--- config.mk ---
export PLATFORM = sky130hd
export DESIGN_NAME = param_datapath_flat
export DESIGN_NICKNAME = d
export VERILOG_FILES = /design/src/rtl/param_datapath_pkg.sv /design/src/rtl/param_datapath_if.sv /design/src/rtl/param_datapath_alu.sv /design/src/rtl/param_datapath.sv /design/src/flat_wrapper.sv
export SDC_FILE = /design/constraint.sdc
export NUM_CORES = 2
export LEC_CHECK = 0
export CAP_MARGIN = 0
export CORE_MARGIN = 2
export CORE_UTILIZATION = 37
export CTS_BUF_LIST = sky130_fd_sc_hd__clkbuf_16
export CTS_CLUSTER_DIAMETER = 60
export DETAILED_ROUTE_END_ITERATION = 12
export SLEW_MARGIN = 10
export SYNTH_ARGS = -nofsm -noshare
export SYNTH_HDL_FRONTEND = slang
export SYNTH_SLANG_ARGS = --single-unit
--- constraint.sdc ---
create_clock -name clk -period 10.8 [get_ports clk]
set_input_delay 1.08 -clock clk [delete_from_list [all_inputs] [get_ports clk]]
set_output_delay 1.08 -clock clk [all_outputs]
set_load 0.02 [all_outputs]
--- src/rtl/param_datapath_pkg.sv ---
// rtl/param_datapath_pkg.sv - shared encodings for the single-bus datapath
package param_datapath_pkg;

  typedef enum logic [2:0] {
    OP_ADD  = 3'd0,
    OP_SUB  = 3'd1,
    OP_AND  = 3'd2,
    OP_OR   = 3'd3,
    OP_SHL  = 3'd4,
    OP_SHR  = 3'd5,
    OP_NOT  = 3'd6,
    OP_LOAD = 3'd7
  } op_e;

  typedef enum logic [2:0] {
    S_IDLE  = 3'd0,
    S_T_Y   = 3'd1,
    S_T_Z   = 3'd2,
    S_T_MAR = 3'd3,
    S_T_RD  = 3'd4,
    S_T_WB  = 3'd5
  } state_e;

  typedef enum logic [2:0] {
    SRC_ZERO = 3'd0,
    SRC_RB   = 3'd1,
    SRC_RC   = 3'd2,
    SRC_ZLO  = 3'd3,
    SRC_MDR  = 3'd4
  } bus_src_e;

endpackage

--- src/rtl/param_datapath_if.sv ---
// rtl/param_datapath_if.sv - instruction request and memory read signals of the datapath
interface param_datapath_if #(
  parameter int DATA_W   = 32,
  parameter int NUM_REGS = 16
);
  localparam int SEL_W = $clog2(NUM_REGS);

  logic              start;
  logic [2:0]        op;
  logic [SEL_W-1:0]  ra;
  logic [SEL_W-1:0]  rb;
  logic [SEL_W-1:0]  rc;
  logic [DATA_W-1:0] mem_addr;
  logic              mem_rd;
  logic              mem_ack;
  logic [DATA_W-1:0] mem_rdata;
  logic              busy;
  logic              done;
  logic              zero;
  logic [DATA_W-1:0] bus_out;

  // Requester side: issues instructions and answers memory reads.
  modport master (
    output start, op, ra, rb, rc, mem_ack, mem_rdata,
    input  mem_addr, mem_rd, busy, done, zero, bus_out
  );

  // Datapath side.
  modport slave (
    input  start, op, ra, rb, rc, mem_ack, mem_rdata,
    output mem_addr, mem_rd, busy, done, zero, bus_out
  );
endinterface

--- src/rtl/param_datapath_alu.sv ---
// rtl/param_datapath_alu.sv - combinational ALU param_alu used in the T_Z step
module param_alu
  import param_datapath_pkg::*;
#(
  parameter int DATA_W = 32
) (
  input  op_e               op,
  input  logic [DATA_W-1:0] a,
  input  logic [DATA_W-1:0] b,
  output logic [DATA_W-1:0] result
);
  localparam int SH_W = $clog2(DATA_W);

  logic [SH_W-1:0] sh;
  assign sh = b[SH_W-1:0];

  // Result of Y op bus; shifts use only the low bits of the second operand.
  always_comb begin
    result = '0;
    case (op)
      OP_ADD:  result = a + b;
      OP_SUB:  result = a - b;
      OP_AND:  result = a & b;
      OP_OR:   result = a | b;
      OP_SHL:  result = a << sh;
      OP_SHR:  result = a >> sh;
      OP_NOT:  result = ~a;
      default: result = '0;
    endcase
  end
endmodule

--- src/rtl/param_datapath.sv ---
// rtl/param_datapath.sv - single-bus register datapath; PARAM_DATAPATH_R0_ZERO_EN makes R0 a hardwired zero
module param_datapath
  import param_datapath_pkg::*;
#(
  parameter int DATA_W   = 32,
  parameter int NUM_REGS = 16
) (
  input logic         clk,
  input logic         rst_n,
  param_datapath_if.slave dp
);
  localparam int SEL_W = $clog2(NUM_REGS);

  state_e            state_q, state_d;
  bus_src_e          bus_src;
  op_e               op_q;
  logic [SEL_W-1:0]  ra_q, rb_q, rc_q;
  logic [DATA_W-1:0] y_q, z_q, mar_q, mdr_q;
  logic [DATA_W-1:0] regs [NUM_REGS];
  logic [DATA_W-1:0] bus, alu_res, rb_val, rc_val;
  logic              setup_q, done_q, zero_q, mem_rd, wr_en;

  param_alu #(.DATA_W(DATA_W)) u_alu (
    .op     (op_q),
    .a      (y_q),
    .b      (bus),
    .result (alu_res)
  );

  // Source register reads, with R0 optionally forced to zero.
  always_comb begin
    rb_val = regs[rb_q];
    rc_val = regs[rc_q];
    wr_en  = 1'b1;
`ifdef PARAM_DATAPATH_R0_ZERO_EN
    if (rb_q == '0) rb_val = '0;
    if (rc_q == '0) rc_val = '0;
    wr_en = (ra_q != '0);
`endif
  end

  // State register.
  always_ff @(posedge clk or negedge rst_n) begin
    if (!rst_n) state_q <= S_IDLE;
    else        state_q <= state_d;
  end

  // Next state and bus source; LOAD spends a second T_MAR cycle so the
  // address is stable on mem_addr for a full cycle before the read request.
  always_comb begin
    state_d = state_q;
    bus_src = SRC_ZERO;
    mem_rd  = 1'b0;
    case (state_q)
      S_IDLE: begin
        if (dp.start) state_d = (op_e'(dp.op) == OP_LOAD) ? S_T_MAR : S_T_Y;
      end
      S_T_Y: begin
        bus_src = SRC_RB;
        state_d = S_T_Z;
      end
      S_T_Z: begin
        bus_src = SRC_RC;
        state_d = S_T_WB;
      end
      S_T_MAR: begin
        if (!setup_q) bus_src = SRC_RB;
        else          state_d = S_T_RD;
      end
      S_T_RD: begin
        mem_rd = 1'b1;
        if (dp.mem_ack) state_d = S_T_WB;
      end
      S_T_WB: begin
        bus_src = (op_q == OP_LOAD) ? SRC_MDR : SRC_ZLO;
        state_d = S_IDLE;
      end
      default: state_d = S_IDLE;
    endcase
  end

  // Single internal bus multiplexer.
  always_comb begin
    bus = '0;
    case (bus_src)
      SRC_RB:  bus = rb_val;
      SRC_RC:  bus = rc_val;
      SRC_ZLO: bus = z_q;
      SRC_MDR: bus = mdr_q;
      default: bus = '0;
    endcase
  end

  // Instruction capture and internal Y/Z/MAR/MDR registers, done and zero flags.
  always_ff @(posedge clk or negedge rst_n) begin
    if (!rst_n) begin
      op_q    <= OP_ADD;
      ra_q    <= '0;
      rb_q    <= '0;
      rc_q    <= '0;
      y_q     <= '0;
      z_q     <= '0;
      mar_q   <= '0;
      mdr_q   <= '0;
      setup_q <= 1'b0;
      done_q  <= 1'b0;
      zero_q  <= 1'b0;
    end else begin
      if (state_q == S_IDLE && dp.start) begin
        op_q <= op_e'(dp.op);
        ra_q <= dp.ra;
        rb_q <= dp.rb;
        rc_q <= dp.rc;
      end
      setup_q <= (state_q == S_T_MAR) && !setup_q;
      if (state_q == S_T_Y) y_q <= bus;
      if (state_q == S_T_Z) z_q <= alu_res;
      if (state_q == S_T_MAR && !setup_q) mar_q <= bus;
      if (state_q == S_T_RD && dp.mem_ack) mdr_q <= dp.mem_rdata;
      done_q <= (state_q == S_T_WB);
      if (state_q == S_T_WB) zero_q <= !wr_en || (bus == '0);
    end
  end

  // General-purpose register file, written from the bus in T_WB.
  always_ff @(posedge clk or negedge rst_n) begin
    if (!rst_n) begin
      for (int i = 0; i < NUM_REGS; i++) regs[i] <= '0;
    end else if (state_q == S_T_WB && wr_en) begin
      regs[ra_q] <= bus;
    end
  end

  assign dp.mem_addr = mar_q;
  assign dp.mem_rd   = mem_rd;
  assign dp.busy     = (state_q != S_IDLE);
  assign dp.done     = done_q;
  assign dp.zero     = zero_q;
  assign dp.bus_out  = bus;
endmodule

--- src/flat_wrapper.sv ---
// flat-port wrapper written by rule: the top's interface ports become plain ports
module param_datapath_flat import param_datapath_pkg::*;
#(
  parameter int DATA_W   = 32,
  parameter int NUM_REGS = 16
)
  (clk, rst_n, dp_start, dp_op, dp_ra, dp_rb, dp_rc, dp_mem_ack, dp_mem_rdata, dp_mem_addr, dp_mem_rd, dp_busy, dp_done, dp_zero, dp_bus_out);
  param_datapath_if #(.DATA_W(DATA_W), .NUM_REGS(NUM_REGS)) dp_i ();
  input logic clk;
  input logic rst_n;
  input wire logic [$bits(dp_i.start)-1:0] dp_start;
  input wire logic [$bits(dp_i.op)-1:0] dp_op;
  input wire logic [$bits(dp_i.ra)-1:0] dp_ra;
  input wire logic [$bits(dp_i.rb)-1:0] dp_rb;
  input wire logic [$bits(dp_i.rc)-1:0] dp_rc;
  input wire logic [$bits(dp_i.mem_ack)-1:0] dp_mem_ack;
  input wire logic [$bits(dp_i.mem_rdata)-1:0] dp_mem_rdata;
  output wire logic [$bits(dp_i.mem_addr)-1:0] dp_mem_addr;
  output wire logic [$bits(dp_i.mem_rd)-1:0] dp_mem_rd;
  output wire logic [$bits(dp_i.busy)-1:0] dp_busy;
  output wire logic [$bits(dp_i.done)-1:0] dp_done;
  output wire logic [$bits(dp_i.zero)-1:0] dp_zero;
  output wire logic [$bits(dp_i.bus_out)-1:0] dp_bus_out;
  assign dp_i.start = dp_start;
  assign dp_i.op = dp_op;
  assign dp_i.ra = dp_ra;
  assign dp_i.rb = dp_rb;
  assign dp_i.rc = dp_rc;
  assign dp_i.mem_ack = dp_mem_ack;
  assign dp_i.mem_rdata = dp_mem_rdata;
  assign dp_mem_addr = dp_i.mem_addr;
  assign dp_mem_rd = dp_i.mem_rd;
  assign dp_busy = dp_i.busy;
  assign dp_done = dp_i.done;
  assign dp_zero = dp_i.zero;
  assign dp_bus_out = dp_i.bus_out;
  param_datapath #(.DATA_W(DATA_W), .NUM_REGS(NUM_REGS)) u_core (.clk(clk), .rst_n(rst_n), .dp(dp_i));
endmodule
==> flow_summary.json <==
{
  "worst_pin_slew_ns": 1.29,
  "syn_inst": 3938,
  "cp.depth": 21,
  "crit_required_ns": 11.33,
  "finalCriticalPeriod_ns": 7.80,
  "finalClockSkew_ns": 0.0386,
  "cts_resized": 0,
  "die_area_um2": 109000,
  "fin_crit_sh_pct": 72.2,
  "grt_pass1_wl_mm": 216,
  "start_util_pct": 37.3,
  "synth_area_leaders": "dfrtp_1 42%, mux4_2 11%, mux2i_1 6.2%",
  "ys.flop_type": "dfrtp_1",
  "crit_path_max_fanout": 61,
  "critPathCaptureType": "flop",
  "worstPathArrival_ns": 8.33,
  "vias_per_cell": 6.10,
  "syn_area_um2": 39200,
  "core_um2": 105000,
  "via_count": 32500,
  "die_h_um": 329,
  "setup_viol": 0,
  "synth.most_common_cell": "dfrtp_1",
  "setup_slack_ns": 3.00,
  "drtIter0Drc": 3765,
  "slew_viol_final": 0,
  "startpoint_type": "flop",
  "grt_pass1_vias": 32000,
  "cts.htree.levels": 3,
  "tns_ns": 0,
  "cts.path.max_buffers": 3,
  "ys_ff_latch": 661,
  "hp-class": "in2async",
  "synth_top_area_cell": "dfrtp_1",
  "io-pin-count": 119,
  "hold_buffers": 0,
  "final_cell_area_um2": 44100,
  "cts_setup_buffers": 0,
  "drtAntennaViolNets": 0,
  "synth_edf_count": 0,
  "synth_top_area_share_pct": 42.2,
  "ys_seq_area_share_pct": 42.2,
  "die_w_um": 329,
  "fillers": 10200,
  "cts_made_buffers": 78,
  "insertion_delay_ns": 0.66,
  "row_count": 119,
  "drive_above_1_share_pct": 16.5,
  "grt_overflow": 0,
  "drc": 0,
  "maxCapViolations": 0,
  "yosysWarnings": 0,
  "antenna_found_initial": 4,
  "crit_chain": "buf_4, mux4_2, nor3_1, a211oi_1, nor4_4, nand2_1, nor4_4, and3_1, nor2_1, xnor2_1, ha_1, a21o_1, a21oi_1, o22ai_1, a31o_2, a311oi_1, o21bai_1, a21oi_1, xnor2_1, a221oi_1, o21ai_1",
  "status": "finished, final reports clean",
  "max_freq_mhz": 128,
  "numPortBuffers": 118,
  "ff2ff_path_depth": 21,
  "routed_wl_mm": 146,
  "slowest_stage": "dfrtp_4",
  "critPathKind": "reg2reg",
  "cts_tree": "yes",
  "max_stage_delay_ns": 1.13,
  "grt_max_degree": 165,
  "dr.pass1.iters": 6,
  "post-route-util_pct": 42.0,
  "cts.sinks": 661,
  "finalHoldViolCount": 0,
  "nets": 3966,
  "cpLargestDelayFamily": "compound AO/OA/AOI/OAI gates",
  "wire_per_inst_um": 27.3,
  "place_congestion": 0.989,
  "slew_headroom_pct": 14.0,
  "track_usage_pct": 26.7,
  "pre_cts_ws_ns": 3.06,
  "synthTopCellsByCount": "661 x dfrtp_1, 407 x a21oi_1, 400 x nor2_1, 395 x nand2_1, 303 x o21ai_0",
  "hpwl_mm": 96.4,
  "dpl_cell_area_um2": 41500,
  "syn_avg_cell_area_um2": 9.95,
  "clkTransAtPathRegs_ns": 0.06,
  "rsz0062_at_grt": "no",
  "synth_nets": 4025,
  "synth_cell_types": 91,
  "synthToLayoutAreaGrowth_pct": 12.6,
  "cp_num_buf_inv": 1,
  "async_flop_share_pct": 100,
  "root_buffer": "clkbuf_16"
}
==> state kept, by name (all words and copies together) (netlist names) <==
register / count
u_core.dp.done: 1
u_core.dp.mem_addr: 32
u_core.dp.zero: 1
u_core.mdr_q: 32
u_core.op_q: 3
u_core.ra_q: 4
u_core.rb_q: 4
u_core.rc_q: 4
u_core.regs: 512
u_core.setup_q: 1
u_core.state_q: 3
u_core.y_q: 32
u_core.z_q: 32
==> logic make-up after synthesis <==
kind of cell / count (synthesis) / share of synthesized area, %
AOI/OAI and AO/OA: 1101 / 16.8
xor gates and xnor gates: 58 / 1.30
adders and majority gates: 52 / 1.58
buffers and inverters: 439 / 4.92
DFF: 661 / 42.2
muxes: 580 / 21.6
and+or+nand+nor: 1047 / 11.6
==> layer usage <==
| layer | share of wire [%] | track usage, % | wire (um) | vias to the layer above |
|---|---|---|---|---|
| li1 | - | - | - | 14300 |
| met1 | 41 | 35.0 | 59600 | 16400 |
| met2 | 46 | 42.1 | 66500 | 1504 |
| met3 | 8.4 | 5.38 | 12300 | 384 |
| met4 | 5.2 | 13.0 | 7520 | 2 |
| met5 | 0.0089 | 0 | 13 | - |
==> through the flow <==
step | hold slack [ns] | instances
floorplan | 0.458 | 3938
global placement | 0.474 | 5190
detailed placement | 0.488 | 5190
CTS | 0.414 | 5336
global route | 0.457 | 5336
finish | 0.414 | 5337
==> path summary, 6_finish.rpt <==
check | from | to | slack, ns
max | u_core.rc_q[1] | u_core.z_q[25] | 3.00
min | rst_n | u_core.regs[19] | 0.41
max reg2reg | u_core.rc_q[1] | u_core.z_q[25] | 3.00
min reg2reg | u_core.regs[40] | u_core.regs[40] | 0.50
max in group asynchronous | rst_n | u_core.rc_q[0] | 8.14
min in group clk | u_core.regs[40] | u_core.regs[40] | 0.50
==> area by class of cell <==
cell class,count,area [um^2],share of cell area (%)
multi-input cells,2838,20900,47.4
flip-flops and latches,661,16600,37.5
repair buffers,228,2040,4.62
clock buffers,79,1980,4.48
well taps,1391,1740,3.94
clock inverters,67,627,1.42
inverters,72,273,0.618
diodes,1,2.50,0.00567
==> layout by cell type, fill, tap and decap left out, types with 68 or more instances in the layout <==
master	instances
dfrtp_1	656
a21oi_1	407
nand2_1	389
nor2_1	385
o21ai_0	303
mux2i_1	243
mux4_2	198
mux2_2	138
a22oi_1	133
clkdlybuf4s50_1	117
buf_4	108
nand3_1	88
clkbuf_16	79
inv_1	68
Power is left out: the tool's default activity adds up to more than one toggle a clock period on the data nets, which glitch-free logic cannot reach.
